## src/rtl/rll_2_7_write_serializer.sv

```systemverilog
// rtl/rll_2_7_write_serializer.sv - RLL(2,7) code chunk buffer and write-pulse serializer
module rll_2_7_write_serializer #(
   parameter int CLK_DIV     = 4,
   parameter int PULSE_WIDTH = 2,
   parameter int PRIME_BITS  = 8
) (
   input  logic        clk,
   input  logic        reset_n,
   input  logic        enable,
   input  logic        write_enable,
   input  logic [15:0] code_in,
   input  logic [4:0]  code_bits,
   input  logic        code_valid,
   output logic        code_ready,
   output logic        wr_data,
   output logic        wr_gate,
   output logic        busy,
   output logic        underrun,
   output logic        rll_violation,
   input  logic        clear_status,
   output logic [15:0] cell_count
);

   localparam logic [1:0] ST_IDLE  = 2'd0;
   localparam logic [1:0] ST_RUN   = 2'd1;
   localparam logic [1:0] ST_DRAIN = 2'd2;

   localparam int TW  = (CLK_DIV > 1) ? $clog2(CLK_DIV) : 1;
   localparam int PWW = $clog2(PULSE_WIDTH + 1);

   logic [1:0]     state;
   logic [31:0]    sreg;
   logic [5:0]     fill;
   logic [TW-1:0]  timer;
   logic [PWW-1:0] pulse_left;
   logic [3:0]     zeros;
   logic           seen_one;

   logic [4:0]  n_bits;
   logic [15:0] chunk;
   logic        accept;
   logic        tick;
   logic        empty;
   logic        pop;
   logic        cell_bit;
   logic        drain_done;
   logic        emit;
   logic [5:0]  fill_pop;
   logic [31:0] sreg_pop;
   logic [31:0] sreg_next;
   logic [5:0]  fill_next;
   logic [3:0]  zeros_inc;
   logic        viol_set;
   logic        underrun_set;

   assign code_ready = enable && (fill <= 6'd16);
   assign busy       = (state != ST_IDLE);

   always_comb begin
      n_bits       = (code_bits > 5'd16) ? 5'd16 : code_bits;
      chunk        = code_in & ~(16'hFFFF >> n_bits);
      accept       = code_valid && code_ready;
      tick         = (state != ST_IDLE) && (timer == TW'(CLK_DIV - 1));
      empty        = (fill == 6'd0);
      pop          = tick && !empty;
      cell_bit     = pop && sreg[31];
      // The empty tick that ends a drain closes the write; it is not a cell.
      drain_done   = tick && empty && (state == ST_DRAIN);
      emit         = tick && !drain_done;
      fill_pop     = fill - {5'd0, pop};
      sreg_pop     = pop ? {sreg[30:0], 1'b0} : sreg;
      sreg_next    = accept ? (sreg_pop | ({chunk, 16'h0000} >> fill_pop)) : sreg_pop;
      fill_next    = accept ? (fill_pop + {1'b0, n_bits}) : fill_pop;
      zeros_inc    = (zeros == 4'd15) ? 4'd15 : (zeros + 4'd1);
      viol_set     = emit && (cell_bit ? (seen_one && (zeros < 4'd2)) : (zeros_inc == 4'd8));
      underrun_set = tick && empty && (state == ST_RUN);
   end

   always_ff @(posedge clk) begin
      if (!reset_n) begin
         state         <= ST_IDLE;
         sreg          <= 32'd0;
         fill          <= 6'd0;
         timer         <= '0;
         pulse_left    <= '0;
         zeros         <= 4'd0;
         seen_one      <= 1'b0;
         wr_data       <= 1'b0;
         wr_gate       <= 1'b0;
         underrun      <= 1'b0;
         rll_violation <= 1'b0;
         cell_count    <= 16'd0;
      end else if (enable) begin
         sreg <= sreg_next;
         fill <= fill_next;

         case (state)
            ST_IDLE: begin
               if (write_enable && (fill >= 6'(PRIME_BITS))) begin
                  state      <= ST_RUN;
                  wr_gate    <= 1'b1;
                  timer      <= '0;
                  cell_count <= 16'd0;
                  zeros      <= 4'd0;
                  seen_one   <= 1'b0;
               end
            end
            ST_RUN, ST_DRAIN: begin
               timer <= tick ? '0 : (timer + 1'b1);
               if (emit) begin
                  cell_count <= cell_count + 16'd1;
                  if (cell_bit) begin
                     zeros    <= 4'd0;
                     seen_one <= 1'b1;
                  end else begin
                     zeros <= zeros_inc;
                  end
               end
               if (state == ST_RUN) begin
                  if (!write_enable) state <= ST_DRAIN;
               end else if (drain_done) begin
                  state   <= ST_IDLE;
                  wr_gate <= 1'b0;
               end else if (write_enable) begin
                  state <= ST_RUN;
               end
            end
            default: begin
               state   <= ST_IDLE;
               wr_gate <= 1'b0;
            end
         endcase

         // A '1' cell starts a pulse on the cycle after its tick.
         if (emit && cell_bit) begin
            wr_data    <= 1'b1;
            pulse_left <= PWW'(PULSE_WIDTH - 1);
         end else if (pulse_left != '0) begin
            pulse_left <= pulse_left - 1'b1;
         end else begin
            wr_data <= 1'b0;
         end

         underrun      <= underrun_set | (underrun & ~clear_status);
         rll_violation <= viol_set | (rll_violation & ~clear_status);
      end
   end

endmodule

```

## config.mk

```make
export PLATFORM = sky130hd
export DESIGN_NAME = rll_2_7_write_serializer
export DESIGN_NICKNAME = d
export VERILOG_FILES = /design/src/rtl/rll_2_7_write_serializer.sv
export SDC_FILE = /design/constraint.sdc
export NUM_CORES = 1
export LEC_CHECK = 0
export CAP_MARGIN = 5
export CORE_ASPECT_RATIO = 1.75
export CORE_MARGIN = 2
export CORE_UTILIZATION = 44
export DETAILED_ROUTE_END_ITERATION = 16
export PLACE_DENSITY = 0.69
export SYNTH_ARGS = -nofsm -noshare
export SYNTH_HDL_FRONTEND = slang
export SYNTH_SLANG_ARGS = --single-unit
```

## constraint.sdc

```tcl
create_clock -name clk -period 4.7 [get_ports clk]
set_clock_uncertainty 0.15 [all_clocks]
set_input_delay 0.47 -clock clk [delete_from_list [all_inputs] [get_ports clk]]
set_output_delay 0.47 -clock clk [all_outputs]
set_load 0.02 [all_outputs]
```

## After elaboration in Yosys (flattened, before gate mapping)

Index checks and enable logic that the tools add are counted.

| storage, ports and cells | value |
|---|---|
| register bits after elaboration | 69 |
| logic and storage cells | 108 |
| bits of input ports | 27 |
| output and inout port bits | 22 |

| cells by class | value |
|---|---|
| shift-type cells | 2 |
| bitwise gates (word level) | 8 |
| multiplexer cells | 34 |
| reduce and logical (&&, ||, !) cells | 29 |
| $add $sub $neg | 6 |
| equal/unequal tests | 13 |
| $lt $le $gt $ge | 4 |

Operator list:

| kind | number |
|---|---|
| $mux W32 | 2 |
| $mux W16 | 2 |
| $or A32 B32 Y32 | 1 |
| $pmux W16 S2 | 1 |
| $shr A32 B6 Y32 | 1 |
| $mux W2 | 9 |
| $add A16 B1 Y16 const B | 1 |
| $and A16 B16 Y16 | 1 |
| $mux W4 | 4 |
| $not A16 Y16 | 1 |
| $shr A16 B5 Y16 const A | 1 |
| $logic_and A1 B1 Y1 | 13 |
| $ne A2 B2 Y1 const B | 6 |
| $reduce_and A4 Y1 | 3 |
| $mux W1 | 9 |
| $eq A4 B4 Y1 const B | 2 |
| $pmux W2 S2 | 2 |
| $pmux W4 S2 | 1 |
| $reduce_bool A2 Y1 | 4 |
| $add A6 B5 Y6 | 1 |
| $ge A6 B4 Y1 const B | 1 |
| $le A6 B5 Y1 const B | 1 |
| $logic_not A6 Y1 | 1 |
| $mux W6 | 1 |
| other kinds (21) | 27 |

## Logic depth before layout (Yosys ltp)

| depth | value |
|---|---|
| depth in word-level cells | 9 |
| mapped depth | 18 |
| mapped depth without buffers | 15 |

## Least setup slack after synthesis

No wires, ideal clock.

| timing | value |
|---|---|
| kind | reg-to-reg |
| start point | register state[0] |
| end point | register fill[5] |
| data required time | 4,478 ps |
| slack | 612 ps |
| stages on the path, launching flop included | 19 |
| arrival | 3,867 ps |
| library setup time | 72 ps |
| period minus slack after synthesis | 4,088 ps |
| buffers on the path | 3 |
| cells stage by stage | dfxtp_1 -> inv_1 -> ha_1 -> nor2b_1 -> o21ai_4 -> inv_2 -> clkbuf_1 -> ha_1 -> ha_1 -> buf_4 -> inv_1 -> buf_2 -> ha_1 -> a21o_1 -> maj3_1 -> a211oi_1 -> o211ai_1 -> o31ai_1 -> mux2i_1 |

| on the way | value |
|---|---|
| word-level cells in the longest chain between the ends | 6 |

Ends and longest elaborated chain:

| item | RTL line | source |
|---|---|---|
| from (decl) | 31 | `logic [1:0] state;` |
| from (signal assigned) | 81 | `state <= ST_IDLE;` |
| from (signal assigned) | 100 | `state <= ST_RUN;` |
| from (signal assigned) | 120 | `if (!write_enable) state <= ST_DRAIN;` |
| $reduce_bool A2 Y1 * | 63 | `tick = (state != ST_IDLE) && (timer == TW'(CLK_DIV - 1));` |
| $logic_and A1 B1 Y1 * | 63 |  |
| $logic_and A1 B1 Y1 * | 65 | `pop = tick && !empty;` |
| $sub A6 B1 Y6 * | 70 | `fill_pop = fill - {5'd0, pop};` |
| $add A6 B5 Y6 | 73 | `fill_next = accept ? (fill_pop + {1'b0, n_bits}) : fill_pop;` |
| $mux W6 * | 73 |  |
| to (signal assigned) | 95 | `fill <= fill_next;` |
| to (decl) | 33 | `logic [5:0] fill;` |

Every way passes the cells marked *; elsewhere a longest branch is shown, timed or not.
A chain may end at the register's enable or synchronous reset.

## Worst setup path after layout

Same ends and word-level chain as after synthesis.

==> metrics.md <==
| Metric | Value |
|---|---|
| Startpoint-to-endpoint class of the critical path | reg -> reg |
| Netlist area before placement | around 5300 um2 |
| Initial antenna violation count | 0 |
| R2r startpoint | state[0] |
| Crit path largest cell delay | about 0.44 ns |
| Worst-case setup slack after placement | 0.6973 ns |
| Clk Latency, worst-skew pair | roughly 0.32 ns |
| R2r setup slk | 0.65 ns |
| Max FO, Critical Path | 11 |
| Peak clock frequency supported by timing | approximately 250 MHz |
| DRC Markers | 0 |
| Beginning of the critical path | state[0] |
| Maximum root-to-sink buffer count | 2 |
| Smallest setup slack after layout | about 0.65 ns |
| Hold buffers post-CTS | 0 |
| Accumulated negative setup slack | 0 ns |
| Post-Route WL | 16150 um |
| Die X | about 87 um |
| Worst-path clk slew | around 0.060 ns |
| Most frequent cells in the layout | 76 x nor2_1, 69 x dfxtp_1, 57 x nand2_1 |
| Instance count of the mapped netlist | 677 |
| Max-cap violations | 0 |
| Yosys reg bits | 69 |
| Fraction of the cycle the final worst path needs | a little under nine tenths |
| Number of DRC markers after the initial detailed-route iteration | around 260 |
| Row count | 53 |
| Clock tree root driver cell | clkbuf_16 |
| Initial core utilization | between 40% and 50% |
| Fin cells | around 840 |
| Boundary pin count | 49 |
| Weighted congestion reported at the end of routability-driven placement | between 0.9 and 1 |
| CP Data Required Time | around 4.8 ns |
| Proportion of layout cells with a drive suffix above 1 | 9.335% |
| Status | finished, final reports clean |
| Number of library cell types mapped by synthesis | between 90 and 100 |
| Number of global-route vias before repair | between 5k and 6k |
| TritonCTS clock tree | yes |
| Element type at the critical path start | flop |
| Final number of hold-violating endpoints | 0 |
| Area grow syn2layout | 14.47% |
| Dominant cell type by count on the critical path | ha_1 |
| Top-area cell type share of the netlist area | between 20 and 30% |
| H-tree Lvls | 3 |
| Slew Limit Fails | 0 |
| Max VDD drop | between 0.1 and 0.15 mV |
| Quantity of I/O buffers inserted on ports | between 40 and 50 |
| Overall routing resource usage | between 20% and 30% |
| Hold Path Origin | sreg[29] |
| ANT cells | 0 |
| Gate family responsible for the most delay along the worst path | adder cells |
| Mean instance size in the synthesized netlist | between 7 and 8 um2 |
| Overall die height | around 150 um |
| Total of fill cells in the finished design | approximately 1.1k |
| Detailed-route via count | approximately 5.5k |
| Relative max-transition margin | between 20% and 30% |
| Worst hold margin | around 0.3 ns |
| Yosys warning count | 0 |
| Hold Path Class | reg -> reg |
| Register area share after synthesis | 25.84% |
| Top FF cell, synth | dfxtp_1 |
| Postcts setup bufs | 0 |
| EDFF count, synth | 0 |
| Area of the die | about 13000 um2 |
| Global-route wire length before repair | ~26000 um |
| Clock sink count | a little under 70 |
| Arrival time at the worst endpoint | 4.16 ns |
| Share of flip-flops with an asynchronous set or reset after synthesis | 0% |
| Post-synthesis net count | ~700 |
| DPL Wire Length | around 12000 um |
| Final setup viols | 0 |
| Minimum period implied by the final worst setup slack | 4.051 ns |
| Routed len/inst | between 15 and 20 um |
| Power consumption | 1.693 mW |
| CTS buffer count | 9 |
| Number of nets in the layout | 747 |
| Count of buffering cells on the critical path with inverters included | 3 |
| Instance count after placement with tap cells included | 830 |
| Setup repair after global routing missed its margin | false |
| Tightest Pin Transition | 1.120 ns |
| Number of optimization iterations in the first detailed-route pass | 5 |
| Leakage power of the design | roughly 2.3 nW |
| Largest cells by area after synthesis | dfxtp_1 26%, nor2_1 5.3%, mux2i_1 4.7%, nand2_1 4.0%, a21oi_1 3.9% |
| Number of nets still failing antenna checks after routing | 0 |
| Placeable core region | about 12000 um2 |
| Pin count of the biggest net entering global routing | 53 |
| GR Overflow Total | 0 |
| Mean number of vias per cell | between 6 and 7 |
| Pwr Density | about 280 nW/um2 |
| Post-synthesis cell type with the largest combined area | dfxtp_1 |
| Most common cell after layout, fill and taps aside | nor2_1 |
| Worst-path cell chain | inv_1 -> ha_1 -> nor2b_1 -> o21ai_4 -> inv_2 -> ha_1 -> ha_1 -> nor3b_1 -> xnor2_2 -> inv_2 -> ha_1 -> a211oi_1 -> o211ai_1 -> o31ai_1 -> mux2i_1 |
| Post-CTS resize count | 0 |
| Library cell contributing the largest single delay on the critical path | nor2b_1 |
| Sort of element at the end of the critical path | flop |
[per-layer routing]
metal / vias to the layer above / share of wire, % / global-route usage (%)
li1: 2577 / - / -
met5: - / 0 / 0
met2: 258 / 53 / 45.00
met1: 2547 / 35 / 25.98
met4: 0 / 6.8 / 17.77
met3: 77 / 5.2 / 3.806
[worst reg2reg max path: stages (launching register included)]
cell,delay [ns]
dfxtp_1,0.41
inv_1,0.09
ha_1,0.27
nor2b_1,0.44
o21ai_4,0.11
inv_2,0.08
ha_1,0.17
ha_1,0.33
nor3b_1,0.36
xnor2_2,0.29
inv_2,0.24
ha_1,0.28
a211oi_1,0.29
o211ai_1,0.15
o31ai_1,0.12
mux2i_1,0.21
[power breakdown]
part	switching, mW	internal, mW	total (mW)
Sequential	0.0219	0.607	0.629
Combinational	0.288	0.164	0.452
Clock	0.234	0.378	0.612
Total	0.544	1.15	1.69
[per-stage QoR]
step / utilization, % / cell area (um2)
CTS: 51.26 / 6118
global placement: 49.03 / 5852
detailed placement: 49.03 / 5852
floorplan: - / 5345
global route: 51.26 / 6118
finish: 51.26 / 6118
[Yosys cell counts, types with 6 or more instances]
cell      number
dfxtp_1       69
ha_1          15
a31oi_1        9
o21ai_1        7
o22ai_1       11
xnor2_1        6
nor2_1        76
a21oi_1       42
o221ai_1       9
inv_1         22
nor2b_1        9
mux2i_1       25
o22a_1         6
clkbuf_1      18
o31ai_1        8
nand2b_1      11
nand2_1       57
buf_2         17
o21ai_0       29
nor3_1        20
a211oi_1      12
nand4_1        6
xor2_1        16
nand3_1       29
[flip-flops by register name, summed over array words and instances, names as in the netlist]
register / count
underrun: 1
pulse_left: 2
timer: 2
rll_violation: 1
wr_data: 1
cell_count: 16
state: 2
sreg: 32
zeros: 4
fill: 6
seen_one: 1
wr_gate: 1
[area by class of cell]
type                            instances  area [um2]  share of cell area (%)
Multi-Input combinational cell        533        3597                   58.79
Sequential cell                        69        1381                   22.58
Timing Repair Buffer                   64       600.6                   9.816
Clock buffer                           12       256.5                   4.192
Tap cell                              137       171.4                   2.802
Inverter                               27       101.3                   1.656
Clock inverter                          2       10.01                  0.1636
[final timing paths]
kind / depth (start not counted) / end
setup / recovery: 15 / fill[5]
setup reg to reg: 15 / fill[5]
hold / removal: 2 / sreg[29]
hold reg to reg: 2 / sreg[29]
[kinds of logic (layout without fill, tap and decap cells)]
kind of cell	after synthesis	in the layout	share of synthesized area [%]
AOI/OAI and AO/OA	210	210	29.75
xor gates and xnor gates	24	24	4.214
adders and majority gates	18	18	4.260
buffers and inverters	75	105	6.858
DFF	69	69	25.84
muxes	31	31	6.226
and+or+nand+nor	250	250	22.85
Note: power is estimated with default switching activity, not from simulation.
